[src/rtl/arbiter_n_to_1_request.sv]
// Round-robin concentrator: per-requestor 2-entry holding buffers feed one
// fair grant per cycle into a 32-deep FWFT output FIFO.
package arbiter_n_to_1_request_pkg;
  typedef struct packed {
    logic [7:0] from;
    logic [7:0] to;
  } MemoryRoute;

  typedef struct packed {
    MemoryRoute  route;
    logic [3:0]  cmd;
    logic [31:0] address;
  } MemoryMeta;

  typedef struct packed {
    MemoryMeta   meta;
    logic [31:0] data;
  } MemoryPacketPayload;

  typedef struct packed {
    logic               valid;
    MemoryPacketPayload payload;
  } MemoryPacket;

  typedef struct packed {
    logic rd_en;
  } FIFOStateSignalsInput;

  typedef struct packed {
    logic full;
    logic prog_full;
    logic empty;
  } FIFOStateSignalsOutput;
endpackage

module arbiter_n_to_1_request
  import arbiter_n_to_1_request_pkg::*;
#(
  parameter int NUM_MEMORY_REQUESTOR = 2,
  parameter int BUFFER_DEPTH         = 2,
  parameter int FIFO_WRITE_DEPTH     = 32,
  parameter int PROG_THRESH          = 16
) (
  input  logic                            ap_clk,
  input  logic                            areset,
  input  MemoryPacket                     request_in [NUM_MEMORY_REQUESTOR],
  output logic [NUM_MEMORY_REQUESTOR-1:0] request_ready_out,
  input  FIFOStateSignalsInput            fifo_request_signals_in,
  output FIFOStateSignalsOutput           fifo_request_signals_out,
  output MemoryPacket                     request_out,
  output logic                            fifo_setup_signal
);
  localparam int N     = NUM_MEMORY_REQUESTOR;
  localparam int IDX_W = (N > 1) ? $clog2(N) : 1;
  localparam int AW    = $clog2(FIFO_WRITE_DEPTH);
  localparam logic [1:0]  BUF_FULL   = 2'(BUFFER_DEPTH);
  localparam logic [AW:0] CNT_ONE    = (AW+1)'(1);
  localparam logic [AW:0] CNT_DEPTH  = (AW+1)'(FIFO_WRITE_DEPTH);
  localparam logic [AW:0] CNT_THRESH = (AW+1)'(PROG_THRESH);

  logic [N-1:0]       eligible;
  logic [N-1:0]       pop_buf;
  MemoryPacketPayload head_payload [N];
  logic [IDX_W-1:0]   last_reg;
  logic [IDX_W-1:0]   grant_idx;
  logic               grant_any;
  logic               grant_en;
  int                 cand_idx;
  logic               grant_valid_reg;
  MemoryPacketPayload grant_payload_reg;
  logic [1:0]         rst_sync_reg;
  logic               srst;
  logic               fifo_setup_reg;
  MemoryPacketPayload fifo_mem [FIFO_WRITE_DEPTH];
  logic [AW-1:0]      fifo_wr_ptr_reg;
  logic [AW-1:0]      fifo_rd_ptr_reg;
  logic [AW:0]        fifo_count_reg;
  logic               fifo_full;
  logic               fifo_empty;
  logic               fifo_prog_full;
  logic               fifo_wr;
  logic               fifo_pop;

  generate
    for (genvar gi = 0; gi < N; gi++) begin : g_buf
      MemoryPacketPayload mem_reg [2];
      logic [1:0]         cnt_reg;
      logic               wr_ptr_reg;
      logic               rd_ptr_reg;
      logic               push;

      assign request_ready_out[gi] = (cnt_reg != BUF_FULL);
      assign push                  = request_in[gi].valid & request_ready_out[gi];
      assign eligible[gi]          = (cnt_reg != 2'd0);
      assign pop_buf[gi]           = grant_en & (grant_idx == IDX_W'(gi));
      assign head_payload[gi]      = mem_reg[rd_ptr_reg];

      always_ff @(posedge ap_clk) begin
        if (push) mem_reg[wr_ptr_reg] <= request_in[gi].payload;
      end

      always_ff @(posedge ap_clk or posedge areset) begin
        if (areset) begin
          cnt_reg    <= 2'd0;
          wr_ptr_reg <= 1'b0;
          rd_ptr_reg <= 1'b0;
        end else begin
          if (push)        wr_ptr_reg <= ~wr_ptr_reg;
          if (pop_buf[gi]) rd_ptr_reg <= ~rd_ptr_reg;
          case ({push, pop_buf[gi]})
            2'b10:   cnt_reg <= cnt_reg + 2'd1;
            2'b01:   cnt_reg <= cnt_reg - 2'd1;
            default: cnt_reg <= cnt_reg;
          endcase
        end
      end
    end
  endgenerate

  // Search starts just after the last winner so every requestor waits at most N-1 grants.
  always_comb begin
    grant_any = 1'b0;
    grant_idx = last_reg;
    cand_idx  = 0;
    for (int k = 1; k <= N; k++) begin
      cand_idx = (int'(last_reg) + k) % N;
      if (!grant_any && eligible[IDX_W'(cand_idx)]) begin
        grant_any = 1'b1;
        grant_idx = IDX_W'(cand_idx);
      end
    end
  end

  assign grant_en = grant_any & ~fifo_prog_full & ~fifo_setup_reg;

  always_ff @(posedge ap_clk or posedge areset) begin
    if (areset) begin
      last_reg          <= IDX_W'(N - 1);
      grant_valid_reg   <= 1'b0;
      grant_payload_reg <= '0;
    end else begin
      grant_valid_reg <= grant_en;
      if (grant_en) begin
        last_reg          <= grant_idx;
        grant_payload_reg <= head_payload[grant_idx];
      end
    end
  end

  // FIFO-side reset: asserted with areset, released on the second edge after it falls.
  always_ff @(posedge ap_clk or posedge areset) begin
    if (areset) begin
      rst_sync_reg   <= 2'b11;
      fifo_setup_reg <= 1'b1;
    end else begin
      rst_sync_reg   <= {rst_sync_reg[0], 1'b0};
      fifo_setup_reg <= srst;
    end
  end

  assign srst              = rst_sync_reg[1];
  assign fifo_setup_signal = fifo_setup_reg;

  assign fifo_full      = (fifo_count_reg == CNT_DEPTH);
  assign fifo_empty     = (fifo_count_reg == '0);
  assign fifo_prog_full = (fifo_count_reg >= CNT_THRESH);
  assign fifo_wr        = grant_valid_reg & ~fifo_full & ~srst;
  assign fifo_pop       = fifo_request_signals_in.rd_en & ~fifo_empty & ~srst;

  always_ff @(posedge ap_clk) begin
    if (fifo_wr) fifo_mem[fifo_wr_ptr_reg] <= grant_payload_reg;
  end

  always_ff @(posedge ap_clk or posedge areset) begin
    if (areset) begin
      fifo_wr_ptr_reg <= '0;
      fifo_rd_ptr_reg <= '0;
      fifo_count_reg  <= '0;
    end else if (srst) begin
      fifo_wr_ptr_reg <= '0;
      fifo_rd_ptr_reg <= '0;
      fifo_count_reg  <= '0;
    end else begin
      if (fifo_wr)  fifo_wr_ptr_reg <= fifo_wr_ptr_reg + 1'b1;
      if (fifo_pop) fifo_rd_ptr_reg <= fifo_rd_ptr_reg + 1'b1;
      case ({fifo_wr, fifo_pop})
        2'b10:   fifo_count_reg <= fifo_count_reg + CNT_ONE;
        2'b01:   fifo_count_reg <= fifo_count_reg - CNT_ONE;
        default: fifo_count_reg <= fifo_count_reg;
      endcase
    end
  end

  always_ff @(posedge ap_clk or posedge areset) begin
    if (areset) begin
      fifo_request_signals_out <= '{full: 1'b0, prog_full: 1'b0, empty: 1'b1};
      request_out              <= '0;
    end else begin
      fifo_request_signals_out <= '{full: fifo_full, prog_full: fifo_prog_full, empty: fifo_empty};
      request_out.valid        <= fifo_pop;
      if (fifo_pop) request_out.payload <= fifo_mem[fifo_rd_ptr_reg];
    end
  end
endmodule

[config.mk]
export PLATFORM = sky130hd
export DESIGN_NAME = arbiter_n_to_1_request
export DESIGN_NICKNAME = d
export VERILOG_FILES = /design/src/rtl/arbiter_n_to_1_request.sv
export SDC_FILE = /design/constraint.sdc
export NUM_CORES = 2
export LEC_CHECK = 0
export BUFFER_PORTS_ARGS = -buffer_cell sky130_fd_sc_hd__buf_2
export CAP_MARGIN = 20
export CORE_ASPECT_RATIO = 0.6
export CORE_MARGIN = 2
export CORE_UTILIZATION = 30
export DETAILED_ROUTE_END_ITERATION = 16
export GPL_ROUTABILITY_DRIVEN = 0
export PLACE_DENSITY = 0.46
export SETUP_SLACK_MARGIN = 0.5
export SYNTH_ARGS = -nofsm -noshare
export SYNTH_HDL_FRONTEND = slang
export SYNTH_SLANG_ARGS = --single-unit
[constraint.sdc]
create_clock -name ap_clk -period 16.4 [get_ports ap_clk]
set_input_delay 4.1 -clock ap_clk [delete_from_list [all_inputs] [get_ports ap_clk]]
set_output_delay 4.1 -clock ap_clk [all_outputs]
set_load 0.005 [all_outputs]
==> out/qor.csv <==
stage;metric;value;unit
sta;slew_viol_final;0;
floorplan;start_util;30.19;%
synthesis;synth_area_per_cell;21.47;sq um
synthesis;syn-cell-area;114600;sq um
floorplan;num_rows;175;
place;numPortBuffers;179;
sta;rsz0062_at_grt;false;
clock_tree;cts_sinks;3055;
run_status;status;finished, final reports clean;
synthesis;synth_most_common_cell;edfxtp_1;
sta;hold_viol;0;
pwr;netSwitchingPower;5743;uW
pwr;total_leakage_power;0.04073;uW
route;dr.pass1.iters;5;
synthesis;async_reset_ff_share;6.514;%
synthesis;ys_ff_latch;3055;
clock_tree;cts_max_path_buffers;4;
critical_path;start_kind;input port;
route;post-route-drc-count;0;
clock_tree;cts-buffers-inserted;294;
grt;grt_max_degree;120;
synthesis;synth_seq_area_share;79.17;%
sta;maxSlewHeadroom;25.76;%
synthesis;synth-main-ff-cell;edfxtp_1;
clock_tree;clockRootBuffer;clkbuf_16;
pwr;clkPwrFrac;32.3;%
clock_tree;htreeDepth;5;
critical_path;cp_max_fo;5;
cells_and_area;post-route-util;34.83;%
critical_path;required;17.16;ns
synthesis;yosys-top-cells-area;edfxtp_1 (75%), mux4_2 (12%), dfrtp_1 (4.2%);
grt;busiest_layer;met1;
synthesis;yosysUniqueCellTypes;54;
grt;gr-usage-all-layers;16.40;%
route;wl_per_cell;29.60;um
cells_and_area;largest_register_ffs;2688;
cells_and_area;area_delta_synth_final;15.36;%
grt;overflow;0;
grt;antenna_found_initial;15;
floorplan;io_pins;264;
sta;skew;0.04080;ns
pwr;peakVddDrop;0.1017;mV
sta;fmax;173.9;MHz
critical_path;worstSetupPathType;input port to register;
run;drv_cap;0;
pwr;internal_power;15190;uW
synthesis;syn_inst;5339;
route;route.vias.total;55950;
route;drt_iter0_markers;5942;
sta;period_share;35.07;%
route;detail-route-antenna-nets;0;
clock_tree;cts_tree;built;
synthesis;yosysTopAreaCellShare;74.82;%
synthesis;synth_edf_count;2856;
synthesis;synth_area_leader_cell;edfxtp_1;
pwr;p_seq_share;51.3;%
place;place_hpwl;170200;um
pwr;swShare;27.43;%
critical_path;cp-end-kind;register;
route;wirelength;324400;um
cells_and_area;layout-drive-gt1-share;25.89;%
floorplan;die_w;802.0;um
synthesis;ys_top_cells_by_count;edfxtp_1 (2,856), mux4_2 (611), a21oi_1 (289);
floorplan;coreArea;379700;sq um
grt;grt_pass1_wl;450600;um
min_path;hp-class;register to register;
grt;gr-usage-met3;2.478;%
clock_tree;ctsHoldBuffers;0;
sta;setup_tns;0;ns
clock_tree;clkLatencyLatePin;0.89;ns
route;viasPerCell;5.104;
grt;gr-usage-met2;24.91;%
grt;use_met1;25.19;%
place;dpl.cell_count;10400;
clock_tree;post_cts_buffers;0;
pwr;combPwrFrac;16.4;%
synthesis;syn_nets;5524;
floorplan;die-area;387200;sq um
sta;period_minus_slack;5.751;ns
sta;setup_viol;0;
clock_tree;cts_resized;0;
clock_tree;clk_pin_slew;0.06;ns
cells_and_area;fin_cells;10960;
critical_path;arrival;6.52;ns
grt;grt_pass1_vias;56580;
synthesis;yosys_warnings;0;
floorplan;dieHeight;482.8;um
cells_and_area;fin_nets;5865;
pwr;powerDensity;158.3;nW/um^2
sta;worst_pin_slew;1.114;ns
-- per-layer routing --
layer  wire length [um]  part of all wire [%]  up-vias
li1                   -                     -    22960
met1             156500                    48    30910
met2             144300                    44     1679
met3              18060                   5.6      403
met4               5540                   1.7        2
met5                 13                0.0040        -
-- cell type report --
cell class | instances | area (sq um)
Inverter | 7 | 37.54
Fill cell | 35330 | 247400
Multi-Input combinational cell | 1967 | 22820
Clock inverter | 123 | 1212
Antenna cell | 3 | 7.507
Tap cell | 5044 | 6311
Sequential cell | 3055 | 90770
Timing Repair Buffer | 355 | 2925
Clock buffer | 407 | 8153
-- through the flow --
stage	power (uW)	hold WS, ns	setup WS (ns)	instance area, sq um
floorplan	12790	0.3452	6.883	114600
global placement	14140	0.3464	9.829	122000
detailed placement	14260	0.3505	9.772	122100
CTS	21050	0.3616	10.56	131500
global route	21860	0.3682	10.43	132200
finish	20940	0.3582	10.65	132200
-- cell usage in the layout, fill, tap and decap left out, types with 34 or more instances in the layout --
cell	Yosys	final
buf_4	7	134
dfrtp_1	194	188
clkbuf_16	0	303
nand2_1	133	133
mux2i_1	116	116
nor2_1	242	208
clkinv_2	0	37
a211oi_1	43	43
mux2_2	94	94
a21oi_1	289	289
o22ai_1	97	97
nor2_4	0	34
buf_2	111	179
mux4_2	611	611
clkinv_1	0	42
edfxtp_1	2856	2856
a221oi_1	46	46
clkbuf_1	160	86
a22oi_1	180	180
-- logic make-up after synthesis --
kind of cell               synth area share, %
and+or+nand+nor                          1.477
xor gates and xnor gates                0.1768
AOI/OAI and AO/OA                        3.885
other                                 0.003271
DFF                                      79.17
adders and majority gates               0.1375
buffers and inverters                    1.202
muxes                                    13.95
-- final timing paths --
kind                                         startpoint               endpoint  slack (ns)  cells past startpoint
worst max register to register       fifo_rd_ptr_reg[1]        request_out[55]       10.81                      8
worst max-delay path            fifo_request_signals_in      fifo_count_reg[5]       10.65                      9
max in group asynchronous                        areset        request_out[56]       11.40                      4
min in group asynchronous                        areset  grant_payload_reg[18]        3.29                      2
worst min register to register          rst_sync_reg[0]        rst_sync_reg[1]        0.36                      0
worst min-delay path                    rst_sync_reg[0]        rst_sync_reg[1]        0.36                      0
-- critical path: stages --
cell	delay [ns]
buf_2	0.14
o21ai_4	0.12
nor3_1	0.65
ha_1	0.38
a211oi_1	0.27
o21bai_1	0.12
a21oi_1	0.18
mux2i_1	0.23
mux2_1	0.33
-- power groups by stage --
stage / sequential [uW] / clock (uW) / combinational [uW]
floorplan: 10700 / 0 / 2090
global placement: 11100 / 0 / 3040
detailed placement: 11200 / 0 / 3060
CTS: 11000 / 6940 / 3070
global route: 10900 / 7250 / 3740
finish: 10700 / 6770 / 3430
No activity file was read; power rests on OpenSTA's default activity.
